### config.mk
export PLATFORM = sky130hd
export DESIGN_NAME = mem_port_arbiter
export DESIGN_NICKNAME = d
export VERILOG_FILES = /design/src/rtl/mem_port_arbiter.sv
export SDC_FILE = /design/constraint.sdc
export NUM_CORES = 1
export LEC_CHECK = 0
export ABC_AREA = 1
export BUFFER_PORTS_ARGS = -buffer_cell sky130_fd_sc_hd__buf_2
export CORE_AREA = 2 2 106 108
export CTS_CLUSTER_SIZE = 40
export DETAILED_ROUTE_END_ITERATION = 8
export DIE_AREA = 0 0 108 110
export GPL_ROUTABILITY_DRIVEN = 0
export GPL_TIMING_DRIVEN = 0
export SETUP_SLACK_MARGIN = 0.3
export SLEW_MARGIN = 15
export SYNTH_ARGS = -nofsm -noshare
export SYNTH_HDL_FRONTEND = slang
export SYNTH_SLANG_ARGS = --single-unit
export TNS_END_PERCENT = 20
### constraint.sdc
create_clock -name clk -period 1.4 [get_ports clk]
set_clock_uncertainty 0.1 [all_clocks]
set_input_delay 0.14 -clock clk [delete_from_list [all_inputs] [get_ports clk]]
set_output_delay 0.14 -clock clk [all_outputs]
set_load 0.01 [all_outputs]
### src/rtl/mem_port_arbiter.sv
// Arbitrates one single-port memory between the fetch stage and the load/store stage.
// Optional build macro ARB_FAIR_EN: alternate grants when both sides request; otherwise data wins.
module mem_port_arbiter #(
    parameter int unsigned TIMEOUT = 64,
    parameter int unsigned ADDR_W  = 32
) (
    input  logic              clk,
    input  logic              rst,
    input  logic              i_req,
    input  logic [ADDR_W-1:0] i_addr,
    input  logic              i_kill,
    output logic              i_done,
    output logic [31:0]       i_rdata,
    input  logic              d_req,
    input  logic              d_we,
    input  logic [ADDR_W-1:0] d_addr,
    input  logic [31:0]       d_wdata,
    input  logic [2:0]        d_funct3,
    output logic              d_done,
    output logic [31:0]       d_rdata,
    output logic              d_err,
    output logic              i_err,
    output logic              stall_i,
    output logic              stall_d,
    output logic              mem_valid,
    output logic              mem_we,
    output logic [ADDR_W-1:0] mem_addr,
    output logic [31:0]       mem_wdata,
    output logic [2:0]        mem_funct3,
    input  logic              mem_ready,
    input  logic [31:0]       mem_rdata
);

    typedef enum logic [1:0] {
        IDLE,
        BUS_I,
        BUS_D
    } state_t;

    localparam logic [7:0] CNT_LAST = 8'(TIMEOUT - 1);

    state_t     state_q, state_d;
    logic [7:0] cnt_q, cnt_d;
    logic       kill_pending_q, kill_pending_d;
    logic       i_eligible;
    logic       pick_d;
    logic       pick_i;
    logic       killed;

    // A fetch being cancelled this very cycle is not worth granting.
    assign i_eligible = i_req & ~i_kill;

`ifdef ARB_FAIR_EN
    logic last_grant_q, last_grant_d;

    // last_grant: 0 = fetch was served last, 1 = data was served last.
    assign pick_d = d_req & (~i_eligible | ~last_grant_q);
`else
    assign pick_d = d_req;
`endif
    assign pick_i = i_eligible & ~pick_d;

    always_ff @(posedge clk) begin
        // NOTE: state registers use non-blocking assignments so every flop samples pre-edge values.
        if (rst) begin
            state_q        <= IDLE;
            cnt_q          <= 8'd0;
            kill_pending_q <= 1'b0;
`ifdef ARB_FAIR_EN
            last_grant_q   <= 1'b0;
`endif
        end else begin
            state_q        <= state_d;
            cnt_q          <= cnt_d;
            kill_pending_q <= kill_pending_d;
`ifdef ARB_FAIR_EN
            last_grant_q   <= last_grant_d;
`endif
        end
    end

    always_comb begin
        // NOTE: every signal assigned here gets a default first, so no path can infer a latch.
        state_d        = state_q;
        cnt_d          = cnt_q;
        kill_pending_d = kill_pending_q;
`ifdef ARB_FAIR_EN
        last_grant_d   = last_grant_q;
`endif
        killed     = 1'b0;
        i_done     = 1'b0;
        i_rdata    = 32'd0;
        i_err      = 1'b0;
        d_done     = 1'b0;
        d_rdata    = 32'd0;
        d_err      = 1'b0;
        mem_valid  = 1'b0;
        mem_we     = 1'b0;
        mem_addr   = '0;
        mem_wdata  = 32'd0;
        mem_funct3 = 3'b000;

        unique case (state_q)
            IDLE: begin
                cnt_d          = 8'd0;
                kill_pending_d = 1'b0;
                if (pick_d) begin
                    state_d = BUS_D;
`ifdef ARB_FAIR_EN
                    last_grant_d = 1'b1;
`endif
                end else if (pick_i) begin
                    state_d = BUS_I;
`ifdef ARB_FAIR_EN
                    last_grant_d = 1'b0;
`endif
                end
            end

            BUS_I: begin
                mem_valid  = 1'b1;
                mem_addr   = i_addr;
                mem_funct3 = 3'b010;
                // The access cannot be aborted; a kill only silences the result.
                killed         = i_kill | kill_pending_q;
                kill_pending_d = killed;
                if (mem_ready) begin
                    i_done         = ~killed;
                    i_rdata        = killed ? 32'd0 : mem_rdata;
                    state_d        = IDLE;
                    kill_pending_d = 1'b0;
                end else if (cnt_q == CNT_LAST) begin
                    i_err          = ~killed;
                    state_d        = IDLE;
                    kill_pending_d = 1'b0;
                end else begin
                    cnt_d = cnt_q + 8'd1;
                end
            end

            BUS_D: begin
                mem_valid  = 1'b1;
                mem_we     = d_we;
                mem_addr   = d_addr;
                mem_wdata  = d_wdata;
                mem_funct3 = d_funct3;
                if (mem_ready) begin
                    d_done  = 1'b1;
                    d_rdata = mem_rdata;
                    state_d = IDLE;
                end else if (cnt_q == CNT_LAST) begin
                    d_err   = 1'b1;
                    state_d = IDLE;
                end else begin
                    cnt_d = cnt_q + 8'd1;
                end
            end

            default: state_d = IDLE;
        endcase

        stall_i = i_req & ~i_done & ~i_kill;
        stall_d = d_req & ~d_done & ~d_err;

        // Reset silences every output, including one landing mid-transaction.
        if (rst) begin
            i_done     = 1'b0;
            i_rdata    = 32'd0;
            i_err      = 1'b0;
            d_done     = 1'b0;
            d_rdata    = 32'd0;
            d_err      = 1'b0;
            stall_i    = 1'b0;
            stall_d    = 1'b0;
            mem_valid  = 1'b0;
            mem_we     = 1'b0;
            mem_addr   = '0;
            mem_wdata  = 32'd0;
            mem_funct3 = 3'b000;
        end
    end

endmodule

==> results of run 1 <==
## power groups by stage
stage,clock network [mW],logic (mW),registers (mW)
floorplan,0,0.816,0.353
global placement,0,1.23,0.356
detailed placement,0,1.25,0.357
CTS,0.336,1.64,0.352
global route,0.359,1.81,0.356
finish,0.333,1.68,0.354
## cell usage after synthesis
cell type / count / area share
sky130_fd_sc_hd__a21oi_1: 30 / 0.074
sky130_fd_sc_hd__a21oi_2: 8 / 0.035
sky130_fd_sc_hd__buf_2: 13 / 0.032
sky130_fd_sc_hd__buf_4: 1 / 0.0037
sky130_fd_sc_hd__buf_6: 3 / 0.017
sky130_fd_sc_hd__clkbuf_1: 9 / 0.017
sky130_fd_sc_hd__dfxtp_1: 11 / 0.11
sky130_fd_sc_hd__ha_1: 5 / 0.031
sky130_fd_sc_hd__inv_1: 57 / 0.11
sky130_fd_sc_hd__inv_2: 4 / 0.0074
sky130_fd_sc_hd__nand2_1: 131 / 0.24
sky130_fd_sc_hd__nand2_2: 3 / 0.0092
sky130_fd_sc_hd__nand2_4: 1 / 0.0055
sky130_fd_sc_hd__nand3_1: 13 / 0.032
sky130_fd_sc_hd__nand3_2: 1 / 0.0049
sky130_fd_sc_hd__nand3_4: 2 / 0.017
sky130_fd_sc_hd__nand4_1: 3 / 0.0092
sky130_fd_sc_hd__nor2_1: 109 / 0.20
sky130_fd_sc_hd__nor2_2: 2 / 0.0062
sky130_fd_sc_hd__nor2_4: 2 / 0.011
sky130_fd_sc_hd__nor2_8: 1 / 0.0099
sky130_fd_sc_hd__nor3_1: 2 / 0.0049
sky130_fd_sc_hd__o211ai_1: 1 / 0.0037
sky130_fd_sc_hd__o21ai_0: 3 / 0.0074
sky130_fd_sc_hd__o21ai_1: 2 / 0.0049
## per-layer routing
| metal | track usage | share of wire |
|---|---|---|
| met4 | 0.02106 | 0.0060 |
| met5 | 0 | 0 |
| met3 | 0.02469 | 0.082 |
| met1 | 0.1840 | 0.36 |
| met2 | 0.3482 | 0.55 |
## what timing repair did
item,in CTS,in global routing
hold buffers,0,0
cloned,7,0
pin swaps,7,3
setup buffers,15,4
resized for setup,142,26
setup endpoints to repair,150,150
## cell type report
type / count / area [µm²] / share of cell area
Buffer: 26 / 360.3 / 0.06761
Tap cell: 140 / 175.2 / 0.03286
Sequential cell: 11 / 232.7 / 0.04366
Multi-Input combinational cell: 319 / 2213 / 0.4153
Timing Repair Buffer: 301 / 2057 / 0.3859
Inverter: 61 / 246.5 / 0.04624
Clock buffer: 4 / 45.04 / 0.008451
## sequential cells by signal, indices dropped and copies added, names as in the netlist
register	cells
cnt_q	8
kill_pending_q	1
state_q	2
## worst max-delay path: stages (launching register included)
cell	delay [ps]
sky130_fd_sc_hd__dfxtp_4	360
sky130_fd_sc_hd__inv_4	40
sky130_fd_sc_hd__buf_4	130
sky130_fd_sc_hd__ha_4	280
sky130_fd_sc_hd__inv_4	50
sky130_fd_sc_hd__nor2_8	120
sky130_fd_sc_hd__inv_8	90
sky130_fd_sc_hd__buf_12	150
sky130_fd_sc_hd__a21oi_4	120
sky130_fd_sc_hd__buf_6	120
## path summary, 6_finish.rpt
check | start | end | slack [ps]
setup reg to reg | state_q[1] | cnt_q[4] | -200
hold reg to reg | cnt_q[1] | cnt_q[1] | 400
hold / removal | d_req | state_q[1] | 90
setup / recovery | state_q[1] | mem_addr[13] | -540
## kinds of logic (layout without fill, tap and decap cells)
family / Yosys count / after routing / synth area share
and+or+nand+nor: 270 / 270 / 0.5542
buffers and inverters: 87 / 392 / 0.1819
AOI/OAI and AO/OA: 44 / 44 / 0.1245
DFF: 11 / 11 / 0.1085
adders and majority gates: 5 / 5 / 0.03083
## stage by stage
step	utilization	std cells	TNS (ps)
after floorplan	-	417	-8495
after global placement	0.3978	832	-43590
after CTS	0.4858	858	-58300
after detailed placement	0.3978	832	-46960
final	0.4982	862	-62460
after global routing	0.4982	862	-73270
==> load_flow_metrics.sql, run 1 <==
INSERT INTO impl_metrics (metric_group, metric, value, unit) VALUES
('cts', 'cts_root_buf', 'sky130_fd_sc_hd__clkbuf_8', ''),
('power_and_ir_drop', 'cell_internal_pwr', '1.317', 'mW'),
('global_routing', 'total_track_usage', '0.1686', ''),
('finish', 'post_route_cells_drive_above_1_share', '0.6510', ''),
('power_and_ir_drop', 'p_per_area', '444.5', 'nW/µm²'),
('finish', 'layout.cells.most_common_list', 'sky130_fd_sc_hd__buf_2 (226), sky130_fd_sc_hd__nand2_1 (107), sky130_fd_sc_hd__buf_6 (63)', ''),
('die', 'die_width', '108', 'µm'),
('drt', 'wl_per_cell', '13.06', 'µm'),
('finish', 'synth_to_layout_area_growth', '162.6', '%'),
('hold_path', 'worstHoldPathCells', '3', ''),
('cts', 'worst_setup_hold_path_clk_slew', '50', 'ps'),
('setup_path', 'critPathRequiredTime', '1160', 'ps'),
('timing', 'worst_hold_slack', '93.21', 'ps'),
('timing', 'worst_slew_margin_rel', '0.7531', ''),
('placement', 'postPlaceCellArea', '4255', 'µm²'),
('yosys', 'yosysSeqAreaShare', '0.1085', ''),
('global_routing', 'grt_start_max_net_pins', '11', ''),
('timing', 'fmax', '515.0', 'MHz'),
('die', 'initial_core_util', '0.1897', ''),
('setup_path', 'critical_path_start_type', 'flop', ''),
('finish', 'diodes', '0', ''),
('power_and_ir_drop', 'power_switching_share', '0.4441', ''),
('yosys', 'post_synth_num_cell_types', '25', ''),
('setup_path', 'endpoint_kind', 'output pin', ''),
('power_and_ir_drop', 'power.share.sequential', '0.149', ''),
('power_and_ir_drop', 'power.share.clock', '0.141', ''),
('finish', 'stdcell_area', '5330', 'µm²'),
('yosys', 'postSynthCellCount', '417', ''),
('timing', 'timing_worst_slew_pin_value', '370.3', 'ps'),
('finish', 'fillerInstances', '1017', ''),
('global_routing', 'number_of_global_route_vias_before_repair', '3566', ''),
('cts', 'tritoncts.num_buffers', '3', ''),
('placement', 'place_hpwl', '8.804', 'mm'),
('timing', 'final.min_clock_period', '1942', 'ps'),
('die', 'io_pins', '277', ''),
('cts', 'worst_skew_pair.late_latency', '240', 'ps'),
('die', 'core_area', '10700', 'µm²'),
('cts', 'max-clock-path-buffers', '2', ''),
('timing', 'timing.final.ws_setup', '-541.7', 'ps'),
('power_and_ir_drop', 'comb_power_share', '0.710', ''),
('cts', 'h-tree-depth', '1', ''),
('yosys', 'synth_area_per_cell', '4.867', 'µm²'),
('timing', 'setup-violations-final', '149', ''),
('flow_run', 'maxCapViolations', '0', ''),
('timing', 'timing_max_transition_violations_final', '0', ''),
('timing', 'post-route-period-util', '1.387', ''),
('drt', 'via_count', '3743', ''),
('placement', 'post-place-ws', '-451.7', 'ps'),
('finish', 'mostFrequentLayoutCell', 'sky130_fd_sc_hd__buf_2', ''),
('placement', 'placement.io_buffers', '275', ''),
('yosys', 'synthesis.area', '2029', 'µm²'),
('outcome', 'violations', 'setup timing', ''),
('drt', 'ant_nets', '0', ''),
('global_routing', 'gr-total-overflow', '0', ''),
('global_routing', 'global_route_wire_length_before_repair', '16.46', 'mm'),
('finish', 'layout.nets', '866', ''),
('power_and_ir_drop', 'net-switching-power', '1.052', 'mW'),
('die', 'die_h', '110', 'µm'),
('timing', 'grt_setup_unrepaired', 'true', ''),
('global_routing', 'antenna_found_initial', '0', ''),
('setup_path', 'arrival_time_of_the_worst_setup_path', '1700', 'ps'),
('yosys', 'ys.warnings.count', '0', ''),
('power_and_ir_drop', 'static_leakage', '2.689', 'nW'),
('cts', 'cts_num_sinks', '11', ''),
('yosys', 'ys_ff_latch', '11', ''),
('yosys', 'syn-num-nets', '560', ''),
('die', 'die-area', '11880', 'µm²'),
('hold_path', 'min_path_type', 'input pin to flop', ''),
('setup_path', 'path_max_fanout', '8', ''),
('drt', 'drt_pre_antenna_iters', '4', ''),
('drt', 'drc', '0', ''),
('setup_path', 'worst-r2r-cell-count', '10', ''),
('timing', 'hold_viol', '0', ''),
('cts', 'cts_tree', 'done', ''),
('power_and_ir_drop', 'design_power_total', '2.369', 'mW'),
('setup_path', 'critical_path_class', 'flop to output pin', ''),
('drt', 'drt-total-wl', '11.26', 'mm'),
('drt', 'post_dr_vias_cell', '4.342', ''),
('die', 'row_count', '38', ''),
('drt', 'starting_drt_drc_count', '165', ''),
('power_and_ir_drop', 'ir_worst_vdd', '287.0', 'µV'),
('outcome', 'status', 'complete, but fails checks', '');
(Power assumes the default switching activity.)
==> inputs of run 2 (changes only) <==
CORE_AREA = 2 2 107 109   (was 2 2 106 108)
DIE_AREA = 0 0 109 111   (was 0 0 108 110)
clock period = 1.8 ns   (was 1.4 ns; I/O delays follow)
==> run 2 against run 1 <==
Against the previous run:
- the flow still finishes with violations (setup timing)
- clock-buffer cell count did not move
- combinational power fell by 26%
- flip-flop and latch count did not move
- non-clock buffer count fell by 4
- clock power rose by 22%
- die area rose by 1.8%
- sequential share of layout area rose by 0.051 points
- global-route usage fell by 1.0 points
- final area fell by 3.3%
- critical path type unchanged
- critical endpoint is now i_rdata[10]
- highest routed layer unchanged
==> load_flow_metrics.sql, run 2 (synthesis gave the netlist of run 1 again) <==
INSERT INTO impl_metrics (metric_group, metric, value, unit) VALUES
('outcome', 'status', 'complete, but fails checks', ''),
('outcome', 'violations', 'setup timing', ''),
('global_routing', 'global_route_wire_length_before_repair', '15.44', 'mm'),
('setup_path', 'crit_slowest_cell', 'sky130_fd_sc_hd__dfxtp_4', ''),
('timing', 'timing_worst_slew_pin_value', '373.7', 'ps'),
('timing', 'setup-violations-final', '118', ''),
('setup_path', 'cp_startpoint', 'state_q[1]', ''),
('setup_path', 'arrival_time_of_the_worst_setup_path', '1680', 'ps'),
('timing', 'post-route-period-util', '1.089', ''),
('timing', 'timing.final.ws_setup', '-160.7', 'ps'),
('flow_run', 'maxCapViolations', '0', ''),
('setup_path', 'worst-r2r-cell-count', '9', ''),
('timing', 'worst_slew_margin_rel', '0.7508', ''),
('setup_path', 'critPathRequiredTime', '1520', 'ps'),
('setup_path', 'timing.reg2reg.setup_slack', '240', 'ps'),
('drt', 'drc', '0', ''),
('cts', 'max-clock-path-buffers', '2', ''),
('setup_path', 'worst-path-stages', '9', ''),
('timing', 'fmax', '510.0', 'MHz'),
('global_routing', 'gr-total-overflow', '0', ''),
('global_routing', 'number_of_global_route_vias_before_repair', '3184', ''),
('cts', 'cts_root_buf', 'sky130_fd_sc_hd__clkbuf_16', ''),
('timing', 'timing_max_transition_violations_final', '0', ''),
('setup_path', 'path_delay_family', 'simple AND/OR/NAND/NOR gates', ''),
('setup_path', 'endpoint_kind', 'output pin', ''),
('drt', 'drt-total-wl', '10.57', 'mm'),
('die', 'die_width', '109', 'µm'),
('power_and_ir_drop', 'p_per_area', '373.2', 'nW/µm²'),
('finish', 'reg_top3', 'cnt_q: 8 flops, state_q: 2 flops, kill_pending_q: 1 flops', ''),
('finish', 'largest_register_ffs', '8', ''),
('power_and_ir_drop', 'ir_worst_vdd', '245.9', 'µV'),
('cts', 'cts_tree', 'done', ''),
('cts', 'h-tree-depth', '1', ''),
('setup_path', 'path_max_fanout', '8', ''),
('drt', 'drt_pre_antenna_iters', '4', ''),
('setup_path', 'crit-reg2reg-launch', 'state_q[0]', ''),
('hold_path', 'min_path_type', 'input pin to flop', ''),
('cts', 'worst_setup_hold_path_clk_slew', '40', 'ps'),
('setup_path', 'crit_end', 'i_rdata[10]', ''),
('cts', 'cts_num_sinks', '11', ''),
('cts', 'cts_hold_buf', '0', ''),
('finish', 'mostFrequentLayoutCell', 'sky130_fd_sc_hd__buf_2', ''),
('cts', 'worst_skew_pair.late_latency', '240', 'ps'),
('die', 'die_h', '111', 'µm'),
('drt', 'ant_nets', '0', ''),
('drt', 'via_count', '3537', ''),
('power_and_ir_drop', 'static_leakage', '2.650', 'nW'),
('timing', 'worst_hold_slack', '168.9', 'ps'),
('die', 'die-area', '12100', 'µm²'),
('setup_path', 'critical-path-max-stage-delay', '350', 'ps'),
('cts', 'tritoncts.num_buffers', '3', ''),
('global_routing', 'total_track_usage', '0.1581', ''),
('placement', 'placement.io_buffers', '275', ''),
('finish', 'stdcell_area', '5155', 'µm²'),
('timing', 'hold_viol', '0', ''),
('global_routing', 'antenna_found_initial', '0', ''),
('die', 'core_area', '11080', 'µm²'),
('drt', 'wl_per_cell', '12.27', 'µm'),
('finish', 'synth_to_layout_area_growth', '154.0', '%'),
('timing', 'grt_setup_unrepaired', 'true', ''),
('timing', 'setup-tns-final', '-11430', 'ps'),
('setup_path', 'critical_path.reg2reg.endpoint', 'cnt_q[4]', ''),
('die', 'initial_core_util', '0.1832', ''),
('placement', 'postPlaceCellArea', '4259', 'µm²'),
('placement', 'place_hpwl', '8.413', 'mm'),
('die', 'row_count', '39', ''),
('finish', 'fin_util', '0.4654', ''),
('die', 'io_pins', '277', ''),
('finish', 'regMostFlops', 'cnt_q', ''),
('drt', 'starting_drt_drc_count', '134', ''),
('placement', 'post-place-ws', '-198.2', 'ps'),
('finish', 'layout.cells.most_common_list', 'sky130_fd_sc_hd__buf_2 (234), sky130_fd_sc_hd__nand2_1 (119), sky130_fd_sc_hd__nor2_1 (62)', ''),
('finish', 'post_route_cells_drive_above_1_share', '0.6184', ''),
('setup_path', 'cp_num_buf_inv', '4', ''),
('drt', 'post_dr_vias_cell', '4.108', ''),
('setup_path', 'critical_path_class', 'flop to output pin', ''),
('timing', 'final.min_clock_period', '1961', 'ps'),
('global_routing', 'grt_start_max_net_pins', '11', ''),
('finish', 'layout.nets', '862', ''),
('setup_path', 'cp_cell_sequence', 'inv_4 > ha_4 > buf_6 > nand3_4 > nor2_4 > nand2_8 > clkbuf_16 > nor2_4 > buf_6', ''),
('setup_path', 'critical_path_start_type', 'flop', ''),
('finish', 'diodes', '0', '');
-- run 2: through the flow --
stage	cells	power, mW
floorplan	417	0.9096
global placement	835	1.250
detailed placement	835	1.251
CTS	856	1.912
global route	861	2.056
finish	861	1.924
-- run 2: report_power, final --
part | switching (mW) | internal, mW | total [mW] | leakage [nW]
sequential | 0.0147 | 0.261 | 0.276 | 0.0913
clock | 0.110 | 0.298 | 0.407 | 0.0382
combinational | 0.677 | 0.564 | 1.24 | 2.52
-- run 2: layout make-up --
| type | count | area, µm² |
|---|---|---|
| Fill cell | 1113 | 5922 |
| Multi-Input combinational cell | 319 | 2143 |
| Timing Repair Buffer | 297 | 1932 |
| Buffer | 26 | 347.8 |
| Inverter | 61 | 246.5 |
| Sequential cell | 11 | 227.7 |
| Tap cell | 143 | 178.9 |
| Clock buffer | 4 | 78.83 |
-- run 2: worst min-delay path by stage --
stage | endpoint | start | cells past startpoint | slack, ps
2_1_floorplan | state_q[1] | d_req | 2 | 240
3_3_place_gp | state_q[0] | state_q[0] | 2 | 380
3_5_place_dp | cnt_q[1] | cnt_q[1] | 2 | 380
4_1_cts | state_q[1] | d_req | 3 | 160
5_1_grt | state_q[1] | d_req | 3 | 170
6_report | state_q[1] | d_req | 3 | 170
-- run 2: routing by layer --
| layer | share of wire | vias up | global-route usage |
|---|---|---|---|
| li1 | - | 1849 | - |
| met2 | 0.54 | 176 | 0.3242 |
| met5 | 0 | - | 0 |
| met1 | 0.37 | 1510 | 0.1657 |
| met4 | 0.0022 | 0 | 0.01453 |
| met3 | 0.088 | 2 | 0.02939 |
-- run 2: timing repair --
action | in CTS | in global routing
cloned | 5 | 1
gates resized for setup | 115 | 14
setup buffers | 12 | 4
endpoints found under the setup margin | 142 | 149
pin swaps | 8 | 4
-- run 2: tightest hold or removal path, stage by stage --
cell and delay (ps):
sky130_fd_sc_hd__buf_2 120, sky130_fd_sc_hd__nand3_1 90, sky130_fd_sc_hd__a21oi_1 60
==> inputs of run 3 (changes only) <==
BUFFER_PORTS_ARGS = default   (was -buffer_cell sky130_fd_sc_hd__buf_2)
CORE_AREA = 2 2 108 110   (was 2 2 107 109)
DIE_AREA = 0 0 110 112   (was 0 0 109 111)
DONT_BUFFER_PORTS = 1   (was default)
==> run 3 against run 2 <==
Against the previous run:
- the run still ends with setup timing left
- utilization fell by 13 points
- final cell count fell by 32%
- clock power barely moved
- total power fell by 13%
- register-to-register slack improved by 30 ps
- first-iteration DRC count fell by 36%
- hold slack got worse by 100 ps
- global-route usage fell by 0.13 points
- largest cell class is now multi-input gates
==> load_flow_metrics.sql, run 3 (synthesis gave the netlist of run 1 again) <==
INSERT INTO impl_metrics (metric_group, metric, value, unit) VALUES
('outcome', 'status', 'complete, but fails checks', ''),
('outcome', 'violations', 'setup timing', ''),
('die', 'die-area', '12320', 'µm²'),
('cts', 'h-tree-depth', '1', ''),
('drt', 'via_count', '2715', ''),
('timing', 'hold_viol', '0', ''),
('finish', 'regMostFlops', 'cnt_q', ''),
('die', 'die_width', '110', 'µm'),
('cts', 'cts_num_sinks', '11', ''),
('finish', 'diodes', '0', ''),
('timing', 'final.min_clock_period', '1890', 'ps'),
('cts', 'worst_skew_pair.late_latency', '240', 'ps'),
('finish', 'finish.cell_count_without_fillers', '584', ''),
('global_routing', 'grt_util_met3', '0.03864', ''),
('finish', 'stdcell_area', '3761', 'µm²'),
('power_and_ir_drop', 'ir_worst_vdd', '349.6', 'µV'),
('die', 'die_h', '112', 'µm'),
('drt', 'drt-total-wl', '10.66', 'mm'),
('timing', 'timing_worst_slew_pin_value', '875.6', 'ps'),
('drt', 'starting_drt_drc_count', '86', ''),
('drt', 'wl_per_cell', '18.25', 'µm'),
('cts', 'tritoncts.num_buffers', '3', ''),
('flow_run', 'maxCapViolations', '0', ''),
('setup_path', 'arrival_time_of_the_worst_setup_path', '1610', 'ps'),
('drt', 'drt_pre_antenna_iters', '4', ''),
('drt', 'drc', '0', ''),
('global_routing', 'grt_start_max_net_pins', '11', ''),
('global_routing', 'total_track_usage', '0.1568', ''),
('finish', 'layout.cells.most_common_list', 'sky130_fd_sc_hd__nand2_1 (126), sky130_fd_sc_hd__nor2_4 (81), sky130_fd_sc_hd__inv_1 (52)', ''),
('global_routing', 'grt_most_used_layer', 'met2', ''),
('finish', 'largest_register_ffs', '8', ''),
('setup_path', 'path_max_fanout', '6', ''),
('hold_path', 'min_path_type', 'input pin to flop', ''),
('timing', 'setup-tns-final', '-5079', 'ps'),
('placement', 'dp.cells', '560', ''),
('cts', 'worst_setup_hold_path_clk_slew', '40', 'ps'),
('timing', 'post-route-period-util', '1.050', ''),
('setup_path', 'critPathRequiredTime', '1520', 'ps'),
('timing', 'grt_setup_unrepaired', 'true', ''),
('drt', 'post_dr_vias_cell', '4.649', ''),
('cts', 'max-clock-path-buffers', '2', ''),
('global_routing', 'grt.met1_usage', '0.1626', ''),
('timing', 'timing.final.ws_setup', '-89.82', 'ps'),
('global_routing', 'antenna_found_initial', '0', ''),
('placement', 'postPlaceCellArea', '2883', 'µm²'),
('timing', 'timing_max_transition_violations_final', '0', ''),
('setup_path', 'endpoint_kind', 'output pin', ''),
('setup_path', 'critical_path_class', 'flop to output pin', ''),
('finish', 'post_route_cells_drive_above_1_share', '0.4785', ''),
('die', 'core_area', '11170', 'µm²'),
('setup_path', 'critical_path_start_type', 'flop', ''),
('timing', 'setup-violations-final', '95', ''),
('global_routing', 'global_route_wire_length_before_repair', '14.61', 'mm'),
('finish', 'synth_to_layout_area_growth', '85.33', '%'),
('global_routing', 'gr-total-overflow', '0', ''),
('cts', 'cts_root_buf', 'sky130_fd_sc_hd__clkbuf_16', ''),
('placement', 'place_hpwl', '8.943', 'mm'),
('placement', 'placement.io_buffers', '0', ''),
('finish', 'mostFrequentLayoutCell', 'sky130_fd_sc_hd__nand2_1', ''),
('global_routing', 'number_of_global_route_vias_before_repair', '2497', ''),
('finish', 'layout.nets', '585', ''),
('cts', 'cts_tree', 'done', ''),
('global_routing', 'groute.layer.met2.usage', '0.3162', ''),
('power_and_ir_drop', 'p_per_area', '447.4', 'nW/µm²'),
('die', 'initial_core_util', '0.1816', ''),
('power_and_ir_drop', 'static_leakage', '1.285', 'nW'),
('timing', 'fmax', '529.2', 'MHz'),
('die', 'io_pins', '277', ''),
('timing', 'worst_slew_margin_rel', '0.4163', ''),
('finish', 'reg_top3', 'cnt_q: 8 flops, state_q: 2 flops, kill_pending_q: 1 flops', ''),
('drt', 'ant_nets', '0', ''),
('die', 'row_count', '39', '');
-- run 3: cell count changes in the layout (fill, tap and decap cells not counted), sizes merged --
cell and delta:
buf -273, dlygate4sd3 +1, clkbuf -5
-- run 3: repair_timing --
item,4_1_cts,5_1_grt
gates resized for setup,145,27
gates cloned,2,2
pin swaps,16,28
hold buffers,1,0
setup endpoints to repair,139,147
endpoints found under the hold margin,1,0
setup buffers,10,5
-- run 3: stage by stage --
| stage | hold slack [ps] | total power, mW | worst slack, ps | util |
|---|---|---|---|---|
| finish | 65.21 | 1.683 | -89.82 | 0.3366 |
| global route | 68.96 | 1.783 | -154.5 | 0.3366 |
| CTS | 65.24 | 1.623 | -112.2 | 0.3202 |
| detailed placement | 249.6 | 1.040 | -140.9 | 0.2580 |
| global placement | 247.2 | 1.022 | -132.1 | 0.2580 |
| floorplan | 237.2 | 0.9096 | 271.1 | - |
-- run 3: layout make-up --
type	count	area (µm²)
timing repair buffer	20	226.5
sequential	11	222.7
multi-input combinational	319	2486
inverter	61	244.0
tap	143	178.9
fill	1154	7413
clock buffer	4	78.83
buffer	26	324.1
-- run 3: metal layers --
layer  up-vias  routed length [µm]  share of wire
met5         -                   0              0
met4         0                  70         0.0066
met1      1210                3622           0.34
met2       194                5984           0.56
met3        10                 982          0.092
li1       1301                   -              -
-- run 3: worst paths after layout --
path	from	end	slack, ps	cells past startpoint
setup / recovery	state_q[1]	i_rdata[25]	-90	8
hold / removal	d_req	state_q[0]	70	3
setup reg to reg	state_q[0]	cnt_q[4]	270	9
hold reg to reg	cnt_q[0]	cnt_q[0]	400	2
-- run 3: critical path, stage by stage (launching register included) --
cell and delay [ps]:
sky130_fd_sc_hd__dfxtp_2 330, sky130_fd_sc_hd__inv_2 70, sky130_fd_sc_hd__ha_2 170, sky130_fd_sc_hd__buf_6 130, sky130_fd_sc_hd__nand3_4 80, sky130_fd_sc_hd__nor2_4 150, sky130_fd_sc_hd__nand2_8 130, sky130_fd_sc_hd__clkbuf_16 200
sky130_fd_sc_hd__nor2_4 100
-- run 3: power by group --
| group | internal, mW | leakage (nW) | switching [mW] | total [mW] |
|---|---|---|---|---|
| Sequential | 0.261 | 0.0900 | 0.0111 | 0.272 |
| Combinational | 0.344 | 1.16 | 0.657 | 1.00 |
| Clock | 0.298 | 0.0382 | 0.112 | 0.410 |
